## src/rtl/ctrl_pkg.sv

```systemverilog
// Shared encodings for the multicycle RV32I main control FSM: states, opcodes,
// ALUOp values, datapath mux selects and the decoded instruction class.
package ctrl_pkg;

    localparam int STATE_WIDTH = 4;

    typedef enum logic [STATE_WIDTH-1:0] {
        S_RESET    = 4'd0,
        S_FETCH    = 4'd1,
        S_DECODE   = 4'd2,
        S_MEMADR   = 4'd3,
        S_MEMREAD  = 4'd4,
        S_MEMWB    = 4'd5,
        S_MEMWRITE = 4'd6,
        S_EXEC_R   = 4'd7,
        S_EXEC_I   = 4'd8,
        S_ALUWB    = 4'd9,
        S_JAL      = 4'd10,
        S_BEQ      = 4'd11
    } state_t;

    localparam logic [6:0] OP_LOAD  = 7'b0000011;
    localparam logic [6:0] OP_STORE = 7'b0100011;
    localparam logic [6:0] OP_RTYPE = 7'b0110011;
    localparam logic [6:0] OP_ITYPE = 7'b0010011;
    localparam logic [6:0] OP_JAL   = 7'b1101111;
    localparam logic [6:0] OP_BEQ   = 7'b1100011;

    localparam logic [1:0] ALUOP_ADD   = 2'b00;
    localparam logic [1:0] ALUOP_SUB   = 2'b01;
    localparam logic [1:0] ALUOP_FUNCT = 2'b10;

    localparam logic [1:0] RES_ALUOUT    = 2'b00;
    localparam logic [1:0] RES_DATA      = 2'b01;
    localparam logic [1:0] RES_ALURESULT = 2'b10;

    localparam logic [1:0] SRCA_PC    = 2'b00;
    localparam logic [1:0] SRCA_OLDPC = 2'b01;
    localparam logic [1:0] SRCA_RS1   = 2'b10;

    localparam logic [1:0] SRCB_RS2  = 2'b00;
    localparam logic [1:0] SRCB_IMM  = 2'b01;
    localparam logic [1:0] SRCB_FOUR = 2'b10;

    typedef enum logic [2:0] {
        CLS_MEM     = 3'd0,
        CLS_RTYPE   = 3'd1,
        CLS_ITYPE   = 3'd2,
        CLS_JAL     = 3'd3,
        CLS_BEQ     = 3'd4,
        CLS_ILLEGAL = 3'd5
    } instr_class_t;

endpackage

```

## src/rtl/opcode_classifier.sv

```systemverilog
// Maps a 7-bit RV32I opcode onto the instruction class that picks the
// DECODE successor; loads and stores share one class until MEMADR.
module opcode_classifier
    import ctrl_pkg::*;
#(
    parameter int OP_WIDTH = 7
) (
    input  logic [OP_WIDTH-1:0] op_i,
    output instr_class_t        cls_o
);

    always_comb begin
        cls_o = CLS_ILLEGAL;
        case (op_i)
            OP_LOAD,
            OP_STORE: cls_o = CLS_MEM;
            OP_RTYPE: cls_o = CLS_RTYPE;
            OP_ITYPE: cls_o = CLS_ITYPE;
            OP_JAL:   cls_o = CLS_JAL;
            OP_BEQ:   cls_o = CLS_BEQ;
            default:  cls_o = CLS_ILLEGAL;
        endcase
    end

endmodule

```

## src/rtl/multicycle_main_fsm.sv

```systemverilog
// Main control FSM of the multicycle RV32I core: sequences the shared ALU,
// memory and register file and stalls while memory is not ready.
module multicycle_main_fsm
    import ctrl_pkg::*;
#(
    parameter int OP_WIDTH     = 7,
    parameter int ALU_OP_WIDTH = 2
) (
    input  logic                    clk,
    input  logic                    rst_n,
    input  logic [OP_WIDTH-1:0]     op,
    input  logic                    zero,
    input  logic                    mem_ready,
    output logic                    pc_write,
    output logic                    adr_src,
    output logic                    mem_write,
    output logic                    ir_write,
    output logic [1:0]              result_src,
    output logic [1:0]              alu_src_a,
    output logic [1:0]              alu_src_b,
    output logic [ALU_OP_WIDTH-1:0] alu_op,
    output logic                    reg_write,
    output logic                    illegal_op
);

    state_t       state_q;
    state_t       state_d;
    instr_class_t instr_cls;
    logic         pc_update;
    logic         branch;

    opcode_classifier #(
        .OP_WIDTH (OP_WIDTH)
    ) u_classifier (
        .op_i  (op),
        .cls_o (instr_cls)
    );

    always_ff @(posedge clk or negedge rst_n) begin
        if (!rst_n) begin
            state_q <= S_RESET;
        end else begin
            state_q <= state_d;
        end
    end

    always_comb begin
        state_d    = state_q;
        adr_src    = 1'b0;
        mem_write  = 1'b0;
        ir_write   = 1'b0;
        result_src = RES_ALUOUT;
        alu_src_a  = SRCA_PC;
        alu_src_b  = SRCB_RS2;
        alu_op     = ALU_OP_WIDTH'(ALUOP_ADD);
        reg_write  = 1'b0;
        illegal_op = 1'b0;
        pc_update  = 1'b0;
        branch     = 1'b0;

        case (state_q)
            S_RESET: state_d = S_FETCH;
            S_FETCH: begin
                // PC and IR only move on the cycle the fetch actually completes
                alu_src_b  = SRCB_FOUR;
                result_src = RES_ALURESULT;
                ir_write   = mem_ready;
                pc_update  = mem_ready;
                state_d    = mem_ready ? S_DECODE : S_FETCH;
            end
            S_DECODE: begin
                alu_src_a = SRCA_OLDPC;
                alu_src_b = SRCB_IMM;
                case (instr_cls)
                    CLS_MEM:   state_d = S_MEMADR;
                    CLS_RTYPE: state_d = S_EXEC_R;
                    CLS_ITYPE: state_d = S_EXEC_I;
                    CLS_JAL:   state_d = S_JAL;
                    CLS_BEQ:   state_d = S_BEQ;
                    default: begin
                        illegal_op = 1'b1;
                        state_d    = S_FETCH;
                    end
                endcase
            end
            S_MEMADR: begin
                alu_src_a = SRCA_RS1;
                alu_src_b = SRCB_IMM;
                state_d   = op[5] ? S_MEMWRITE : S_MEMREAD;
            end
            S_MEMREAD: begin
                adr_src = 1'b1;
                state_d = mem_ready ? S_MEMWB : S_MEMREAD;
            end
            S_MEMWB: begin
                result_src = RES_DATA;
                reg_write  = 1'b1;
                state_d    = S_FETCH;
            end
            S_MEMWRITE: begin
                adr_src   = 1'b1;
                mem_write = 1'b1;
                state_d   = mem_ready ? S_FETCH : S_MEMWRITE;
            end
            S_EXEC_R: begin
                alu_src_a = SRCA_RS1;
                alu_src_b = SRCB_RS2;
                alu_op    = ALU_OP_WIDTH'(ALUOP_FUNCT);
                state_d   = S_ALUWB;
            end
            S_EXEC_I: begin
                alu_src_a = SRCA_RS1;
                alu_src_b = SRCB_IMM;
                alu_op    = ALU_OP_WIDTH'(ALUOP_FUNCT);
                state_d   = S_ALUWB;
            end
            S_ALUWB: begin
                reg_write = 1'b1;
                state_d   = S_FETCH;
            end
            S_JAL: begin
                // PC takes the target from ALUOut while the ALU forms OldPC+4 for rd
                alu_src_a = SRCA_OLDPC;
                alu_src_b = SRCB_FOUR;
                pc_update = 1'b1;
                state_d   = S_ALUWB;
            end
            S_BEQ: begin
                alu_src_a = SRCA_RS1;
                alu_src_b = SRCB_RS2;
                alu_op    = ALU_OP_WIDTH'(ALUOP_SUB);
                branch    = 1'b1;
                state_d   = S_FETCH;
            end
            default: state_d = S_FETCH;
        endcase
    end

    assign pc_write = pc_update | (branch & zero);

endmodule

```

## config.mk

```make
export PLATFORM = sky130hd
export DESIGN_NAME = multicycle_main_fsm
export DESIGN_NICKNAME = d
export VERILOG_FILES = /design/src/rtl/ctrl_pkg.sv /design/src/rtl/opcode_classifier.sv /design/src/rtl/multicycle_main_fsm.sv
export SDC_FILE = /design/constraint.sdc
export NUM_CORES = 1
export LEC_CHECK = 0
export ABC_CLOCK_PERIOD_IN_PS = 1900
export CAP_MARGIN = 25
export CORE_AREA = 8 8 45 47
export DETAILED_ROUTE_END_ITERATION = 16
export DIE_AREA = 0 0 53 55
export PLACE_DENSITY = 0.79
export SETUP_SLACK_MARGIN = 0.2
export SLEW_MARGIN = 20
export SYNTH_ARGS = -nofsm -noshare
export SYNTH_HDL_FRONTEND = slang
export SYNTH_SLANG_ARGS = --single-unit
```

## constraint.sdc

```tcl
create_clock -name clk -period 1.9 [get_ports clk]
set_input_delay 0.38 -clock clk [delete_from_list [all_inputs] [get_ports clk]]
set_output_delay 0.38 -clock clk [all_outputs]
set_load 0.02 [all_outputs]
```

* Word level (Yosys, flattened, before mapping)
Index checks and enable logic that the tools add are counted.
Storage, ports and cells: bits of input ports 11, flip-flop bits (word level) 4
Operators by class: equality and inequality tests 21, reductions and logical operators 11, bitwise operators 2, multiplexer cells 19
Operators with widths (number):
- 4-bit case mux with 6 select lines | 1
- 4-bit case mux with 5 select lines | 1
- 4-bit by 3-bit equality test with 1-bit output, second input constant | 4
- 4-bit equality test, second input constant | 4
- 2-bit case mux with 2 select lines | 4
- 3-bit case mux with 5 select lines | 1
- 7-bit by 6-bit equality test with 1-bit output, second input constant | 2
- 7-bit equality test, second input constant | 2
- 2-bit OR reduction | 6
- 4-bit by 2-bit equality test with 1-bit output, second input constant | 2
- 1-bit two-way mux | 8
- 7-bit by 2-bit equality test with 1-bit output, second input constant | 1
- 7-bit by 5-bit equality test with 1-bit output, second input constant | 1
- 3-bit by 2-bit equality test with 1-bit output, second input constant | 2
- 3-bit OR reduction | 2
- 5-bit OR reduction | 1
- 4-bit by 1-bit equality test with 1-bit output, second input constant | 1
- 2-bit two-way mux | 2
- 4-bit OR reduction | 1
- 3-bit by 1-bit equality test with 1-bit output, second input constant | 1
- 3-bit equality test, second input constant | 1
- 3-bit zero test | 1
- 3-bit two-way mux | 1
- 1-bit case mux with 2 select lines | 1
- other kinds (2) | 2

* Longest topological paths before layout
Gate-level depths: netlist (run 1).
depth after elaboration 7, gate-level depth with buffers 5, mapped depth without buffers 4

* Hierarchy
From an unflattened synthesis (run 1), not the netlist that was laid out.
Second synthesis, totals: cells, all modules 69, area total of the unflattened synthesis 491.7 µm²
By module, submodules not included:
- multicycle_main_fsm | cells each 59, instances 1, area an instance 416.6 µm²
- opcode_classifier | cells each 10, instances 1, area an instance 75.1 µm²

* Least setup slack after synthesis (run 1)
No wires, ideal clock.
path kind register to output, from reg state_q[2], to out ir_write, cell stages (with the launch flop) 4, slack 87 ps, required time 1520 ps, data arrival time 1433 ps, path through dfrtp_1 buf_2 nor3_1 and2_1
Between the ends: cells in the longest elaborated chain, start to end 2
RTL lines:
- start: declaration | RTL line multicycle_main_fsm.sv:26 | state_t state_q;
- start signal: assignment | RTL line multicycle_main_fsm.sv:43 | state_q <= state_d;
- 4-bit by 1-bit equality test with 1-bit output | RTL line multicycle_main_fsm.sv:61 | case (state_q)
- 1-bit two-way mux | RTL line multicycle_main_fsm.sv:61
- end: declaration | RTL line multicycle_main_fsm.sv:17 | output logic ir_write,
No other way between the ends.

* Worst setup path in the final report (run 1)
from reg state_q[0], to out illegal_op
Between the ends: cells in the longest elaborated chain, start to end 2
RTL lines:
- 4-bit by 2-bit equality test with 1-bit output | RTL line multicycle_main_fsm.sv:61
- 1-bit two-way mux | RTL line multicycle_main_fsm.sv:61
- end: declaration | RTL line multicycle_main_fsm.sv:23 | output logic illegal_op
No other way between the ends.

==> run_results.csv, run 1 <==
group,metric,value,unit
outcome,status,"completed",
timing,finalCritPeriodShare,90.89,%
layout,fin_util,72.51,%
flow_run,maxCapViolCount,0,
clock_network,clkSlewWorstSetupHoldPaths,0.04,ns
logic_synthesis,synth_seq_cells,4,
drt,ant_nets,0,
timing,finalSetupViolCount,0,
power_and_ir_drop,sequentialPowerShare,12.4,%
grt,grt_pass1_vias,737,
hold_path,holdCritPathClass,"in -> async",
clock_network,clockRootBuffer,"clkbuf_4",
power_and_ir_drop,p_int,714.7,µW
clock_network,htreeDepth,1,
drt,wl_per_cell,13.17,µm
critical_path,crit_type,"reg -> out",
power_and_ir_drop,p_comb_share,79.6,%
timing,tightest_slew,0.2383,ns
logic_synthesis,syn_inst,73,
power_and_ir_drop,net-switching-power,592.6,µW
logic_synthesis,synth_top_family_by_area,"simple AND/OR/NAND/NOR gates",
die,dieWidth,53,µm
grt,grt_overflow,0,
critical_path,startpoint_type,"register",
die,die_area,2915,µm²
logic_synthesis,yosysSeqAreaShare,19.51,%
logic_synthesis,yosysMostFrequentCell,"nor2_1",
logic_synthesis,synthXorXnorAreaFrac,0,%
grt,gr-usage-all-layers,13.52,%
logic_synthesis,synth_top_cell_area_share,19.51,%
die,rows,14,
logic_synthesis,netlist-cell-type-count,33,
critical_path,slowest_stage,"dfrtp_2",
logic_synthesis,muxShareOfSynthArea,4.146,%
timing,final_max_slew_viol_count,0,
timing,fin_worst_skew,0.008357,ns
logic_synthesis,yosys-top-cells-count,"15 x nor2_1, 5 x a31oi_1, 5 x nand2b_1, 4 x a21oi_1, 4 x dfrtp_1",
logic_synthesis,synth_edf_count,0,
critical_path,max_stage_delay,0.46,ns
layout,diodes,0,
grt,grt_start_max_net_pins,10,
logic_synthesis,syn-num-nets,84,
place,hpwl,1486,µm
logic_synthesis,yosys_most_used_dff,"dfrtp_1",
logic_synthesis,synth-simple-area-share,38.54,%
grt,antenna_found_initial,0,
critical_path,cp-end-kind,"output pin",
clock_network,cts_sinks,4,
logic_synthesis,yosysWarnings,0,
layout,drive_gt1_share,48.82,%
power_and_ir_drop,power.static_leakage,0.5077,nW
timing,fin_hold_ws,0.3444,ns
clock_network,cts_tree,"built",
grt,grt_pass1_wl,3022,µm
die,start_util,37.07,%
layout,largest_reg_flops,4,
layout,syn2layout_area_growth,95.61,%
logic_synthesis,synth-async-reset-ratio,100.0,%
place,io_buffers,24,
clock_network,clock_path_buffers,2,
die,core_region_area,1384,µm²
logic_synthesis,syn_area_per_cell,7.027,µm²
power_and_ir_drop,p_per_area,1303,nW/µm²
drt,vias,737,
timing,slew_headroom,84.11,%
logic_synthesis,ys_top_cells_by_area,"dfrtp_1 20%, nor2_1 11%, a31oi_1 6.1%",
layout,largest_register,"state_q",
timing,rsz0062_at_grt,"yes",
logic_synthesis,synth_area,513.0,µm²
power_and_ir_drop,p_clk_share,8.0,%
place,gp_congestion,0.8787,
power_and_ir_drop,vdd_drop_max,0.0008299,V
critical_path,arrival,1.35,ns
drt,drt_iter0_markers,13,
drt,drc_errors,0,
power_and_ir_drop,swShare,45.33,%
logic_synthesis,synthAdderAreaFrac,1.951,%
timing,min_period,1.727,ns
timing,hold_viol,0,
drt,vias_per_cell,5.154,
critical_path,critPathRequiredTime,1.52,ns
logic_synthesis,synth_compound_area_share,28.05,%
critical_path,critPathMaxFanout,7,
drt,first_pass_iters,4,
die,die_h,55,µm
logic_synthesis,synth_top_area_cell,"dfrtp_1",
layout,reg.largest.list,"state_q (4)",
critical_path,cp_cell_sequence,"and2b_4, nand2_2, a31oi_1, buf_4",
layout,final_nets,140,
die,io_pins,25,
clock_network,clk-insertion-delay-late,0.24,ns
clock_network,cts_buffers,3,
drt,totalWireLength,1883,µm
timing,max_freq,579.1,MHz
worst paths after layout:
check                                      from                    to  slack [ns]  cells past startpoint
max reg2reg                state_q[0]$_DFF_PN0_  state_q[2]$_DFF_PN0_        0.46                      5
min in group clk                          op[3]  state_q[3]$_DFF_PN0_        0.62                      4
min                                       rst_n  state_q[1]$_DFF_PN0_        0.34                      1
min reg2reg                state_q[3]$_DFF_PN0_  state_q[2]$_DFF_PN0_        0.74                      3
max in group asynchronous                 rst_n  state_q[3]$_DFF_PN0_        1.37                      1
max                        state_q[0]$_DFF_PN0_            illegal_op        0.17                      4
cell families after synthesis:
logic type	Yosys count
AOI/OAI and AO/OA	22
adders and majority gates	1
buffers and inverters	7
DFF	4
muxes	2
and+or+nand+nor	37
layout make-up:
class / count / area (µm²)
Sequential cell: 4 / 102.6
Inverter: 3 / 11.26
Timing Repair Buffer: 55 / 432.9
Fill cell: 122 / 380.4
Multi-Input combinational cell: 62 / 414.1
Tap cell: 16 / 20.02
Clock buffer: 3 / 22.52
what timing repair did:
item,in CTS,in global routing
hold buffers,0,0
setup endpoints to repair,14,11
gates resized for setup,69,16
buffers inserted,2,3
pin swaps,4,6
worst max-delay path: cells and delay by family (launching register included):
family	cells	cell delay [ns]
flops	1	0.46
buf+inv	1	0.16
compound gates	1	0.14
simple gates	2	0.34
placed cells by master, fill, tap and decap left out, types with 2 or more instances in the layout:
cell	netlist	layout
nand2b_1	5	4
nand2_2	1	2
a21boi_1	2	2
clkbuf_4	0	3
a21oi_1	4	4
a31oi_1	5	5
dfrtp_2	0	2
dlymetal6s2s_1	0	2
nor2_1	15	14
clkdlybuf4s50_1	0	4
dlygate4sd2_1	0	4
buf_2	2	8
inv_1	3	3
buf_4	1	33
dfrtp_1	4	2
buf_6	1	4
nor3_1	3	2
o21ai_0	3	2
o21ai_1	3	4
power by group through the flow:
stage | logic (mW) | registers (mW) | clock network, mW
2_1_floorplan | 0.513 | 0.140 | 0
3_3_place_gp | 0.948 | 0.152 | 0
3_5_place_dp | 0.968 | 0.152 | 0
4_1_cts | 0.932 | 0.153 | 0.108
5_1_grt | 1.12 | 0.165 | 0.120
6_report | 1.04 | 0.163 | 0.104
metal layers:
layer | track usage [%] | vias up | wire length [µm]
met1 | 12.52 | 336 | 741
met5 | 0 | - | 0
met3 | 5.080 | 0 | 145
li1 | - | 373 | -
met2 | 26.76 | 28 | 996
met4 | 3.879 | 0 | 0
stage by stage:
step                      TNS [ns]  instance area, µm²  total power [mW]  cells  setup WS, ns
after CTS                        0               949.7             1.193    140        0.1171
after detailed placement    -1.240               944.7             1.120    135       -0.5189
after floorplan                  0               518.0            0.6528     73        0.2989
after global routing             0                1003             1.407    143        0.1042
final                            0                1003             1.307    143        0.1732
after global placement      -1.102               944.7             1.100    135       -0.4614
No activity file was read; power rests on OpenSTA's default activity.
==> run 2, diff against run 1 <==
--- a/config.mk
+++ b/config.mk
@@ -7,10 +7,10 @@
 export LEC_CHECK = 0
 export ABC_CLOCK_PERIOD_IN_PS = 1900
 export CAP_MARGIN = 25
-export CORE_AREA = 8 8 45 47
+export CORE_MARGIN = 8
+export CORE_UTILIZATION = 30
 export DETAILED_ROUTE_END_ITERATION = 16
-export DIE_AREA = 0 0 53 55
-export PLACE_DENSITY = 0.79
+export PLACE_DENSITY = 0.64
 export SETUP_SLACK_MARGIN = 0.2
 export SLEW_MARGIN = 20
 export SYNTH_ARGS = -nofsm -noshare
==> run_results.csv, run 2 (synthesis results as in run 1) <==
group,metric,value,unit
outcome,status,"completed",
grt,grt_pass1_wl,3194,µm
layout,multi_input_area,422.9,µm²
drt,drt_iter0_markers,20,
critical_path,path_buf_inv,2,
drt,vias_per_cell,5.292,
timing,max_freq,578.2,MHz
timing,fin_hold_ws,0.3403,ns
hold_path,holdCritPathClass,"in -> async",
critical_path,startpoint_type,"register",
grt,gr-usage-all-layers,12.00,%
layout,final_nets,140,
place,io_buffers,24,
grt,antenna_found_initial,0,
timing,fin_worst_skew,0.009817,ns
drt,totalWireLength,1967,µm
layout,reg.largest.list,"state_q (4)",
timing,tightest_slew,0.1920,ns
critical_path,cp_top_family,"flip-flops",
die,core_region_area,1670,µm²
clock_network,clk-insertion-delay-late,0.24,ns
layout,final.fill_count,147,
timing,finalSetupViolCount,0,
place,gp_congestion,0.8968,
layout,drive_gt1_share,49.61,%
layout,diodes,0,
die,io_pins,25,
clock_network,clock_path_buffers,2,
die,start_util,30.71,%
timing,slew_headroom,87.16,%
power_and_ir_drop,vdd_drop_max,0.0004913,V
layout,seqCellArea,101.3,µm²
clock_network,htreeDepth,1,
die,die_area,3289,µm²
clock_network,cts_sinks,4,
layout,layout_common_cells,"35 x buf_4, 14 x nor2_1, 5 x a31oi_1, 5 x clkdlybuf4s50_1, 5 x buf_2",
critical_path,cp_cell_sequence,"buf_6, nand2_4, or2_4, o31ai_2, buf_4",
clock_network,holdBufCountCts,0,
place,dpl_worst_slack,-0.5051,ns
critical_path,cp-end-kind,"output pin",
critical_path,critPathMaxFanout,5,
drt,ant_nets,0,
power_and_ir_drop,power.static_leakage,0.5286,nW
grt,grt_pass1_vias,758,
place,hpwl,1462,µm
timing,hold_viol,0,
drt,drc_errors,0,
clock_network,cts_buffers,3,
die,die_h,57.35,µm
critical_path,critPathRequiredTime,1.52,ns
power_and_ir_drop,p_per_area,1295,nW/µm²
drt,first_pass_iters,4,
critical_path,max_stage_delay,0.41,ns
timing,final_max_slew_viol_count,0,
flow_run,maxCapViolCount,0,
critical_path,r2r_start,"state_q[0]$_DFF_PN0_",
drt,wl_per_cell,13.66,µm
timing,min_period,1.730,ns
timing,rsz0062_at_grt,"yes",
critical_path,startpoint,"state_q[1]$_DFF_PN0_",
die,rows,15,
layout,layout_commonest_cell,"buf_4",
drt,vias,762,
layout,syn2layout_area_growth,100.0,%
layout,largest_register,"state_q",
grt,grt_start_max_net_pins,9,
critical_path,crit_type,"reg -> out",
clock_network,clockRootBuffer,"clkbuf_4",
grt,grt_overflow,0,
critical_path,arrival,1.35,ns
clock_network,cts_tree,"built",
timing,setup_ws,0.1704,ns
layout,largest_reg_flops,4,
timing,finalCritPeriodShare,91.03,%
critical_path,slowest_stage,"dfrtp_1",
die,dieWidth,57.35,µm
clock_network,clkSlewWorstSetupHoldPaths,0.04,ns
-- run 2: report_power, final --
part	switching, mW	internal (mW)	leakage, nW	total, mW
clock network	0.0383	0.0708	0.0138	0.109
registers	0.0388	0.116	0.0500	0.155
logic	0.531	0.533	0.465	1.06
-- run 2: timing repair --
action | in CTS | in global routing
pin swaps | 6 | 3
setup buffers | 7 | 1
setup endpoints to repair | 14 | 12
resized for setup | 74 | 13
-- run 2: worst paths after layout --
path,endpoint,slack [ns],cells past startpoint
hold reg to reg,state_q[2]$_DFF_PN0_,0.74,3
setup / recovery,alu_op[1],0.17,5
hold / removal,state_q[1]$_DFF_PN0_,0.34,1
min in group clk,state_q[3]$_DFF_PN0_,0.61,4
setup reg to reg,state_q[1]$_DFF_PN0_,0.42,7
max in group asynchronous,state_q[0]$_DFF_PN0_,1.37,1
-- run 2: through the flow --
stage | instance area, µm² | cells | util [%] | TNS [ns] | power [mW]
final | 1026 | 144 | 61.42 | 0 | 1.329
after CTS | 1007 | 143 | 60.30 | 0 | 1.306
after global routing | 1026 | 144 | 61.42 | 0 | 1.422
after floorplan | 518.0 | 73 | - | 0 | 0.6528
after detailed placement | 923.4 | 133 | 55.28 | -1.063 | 1.102
after global placement | 923.4 | 133 | 55.28 | -0.9651 | 1.091
-- run 2: final cells by class --
class,count,area share [%]
repair buffers,55,43.54
multi-input cells,62,41.22
flip-flops and latches,4,9.878
clock buffers,3,2.195
well taps,17,2.073
inverters,3,1.098
-- run 2: metal layers --
layer	part of all wire, %	up-vias	GRT usage [%]
li1	-	371	-
met3	5.6	10	2.915
met2	52	30	20.58
met1	38	351	12.21
met5	0	-	0
met4	3.9	0	9.286
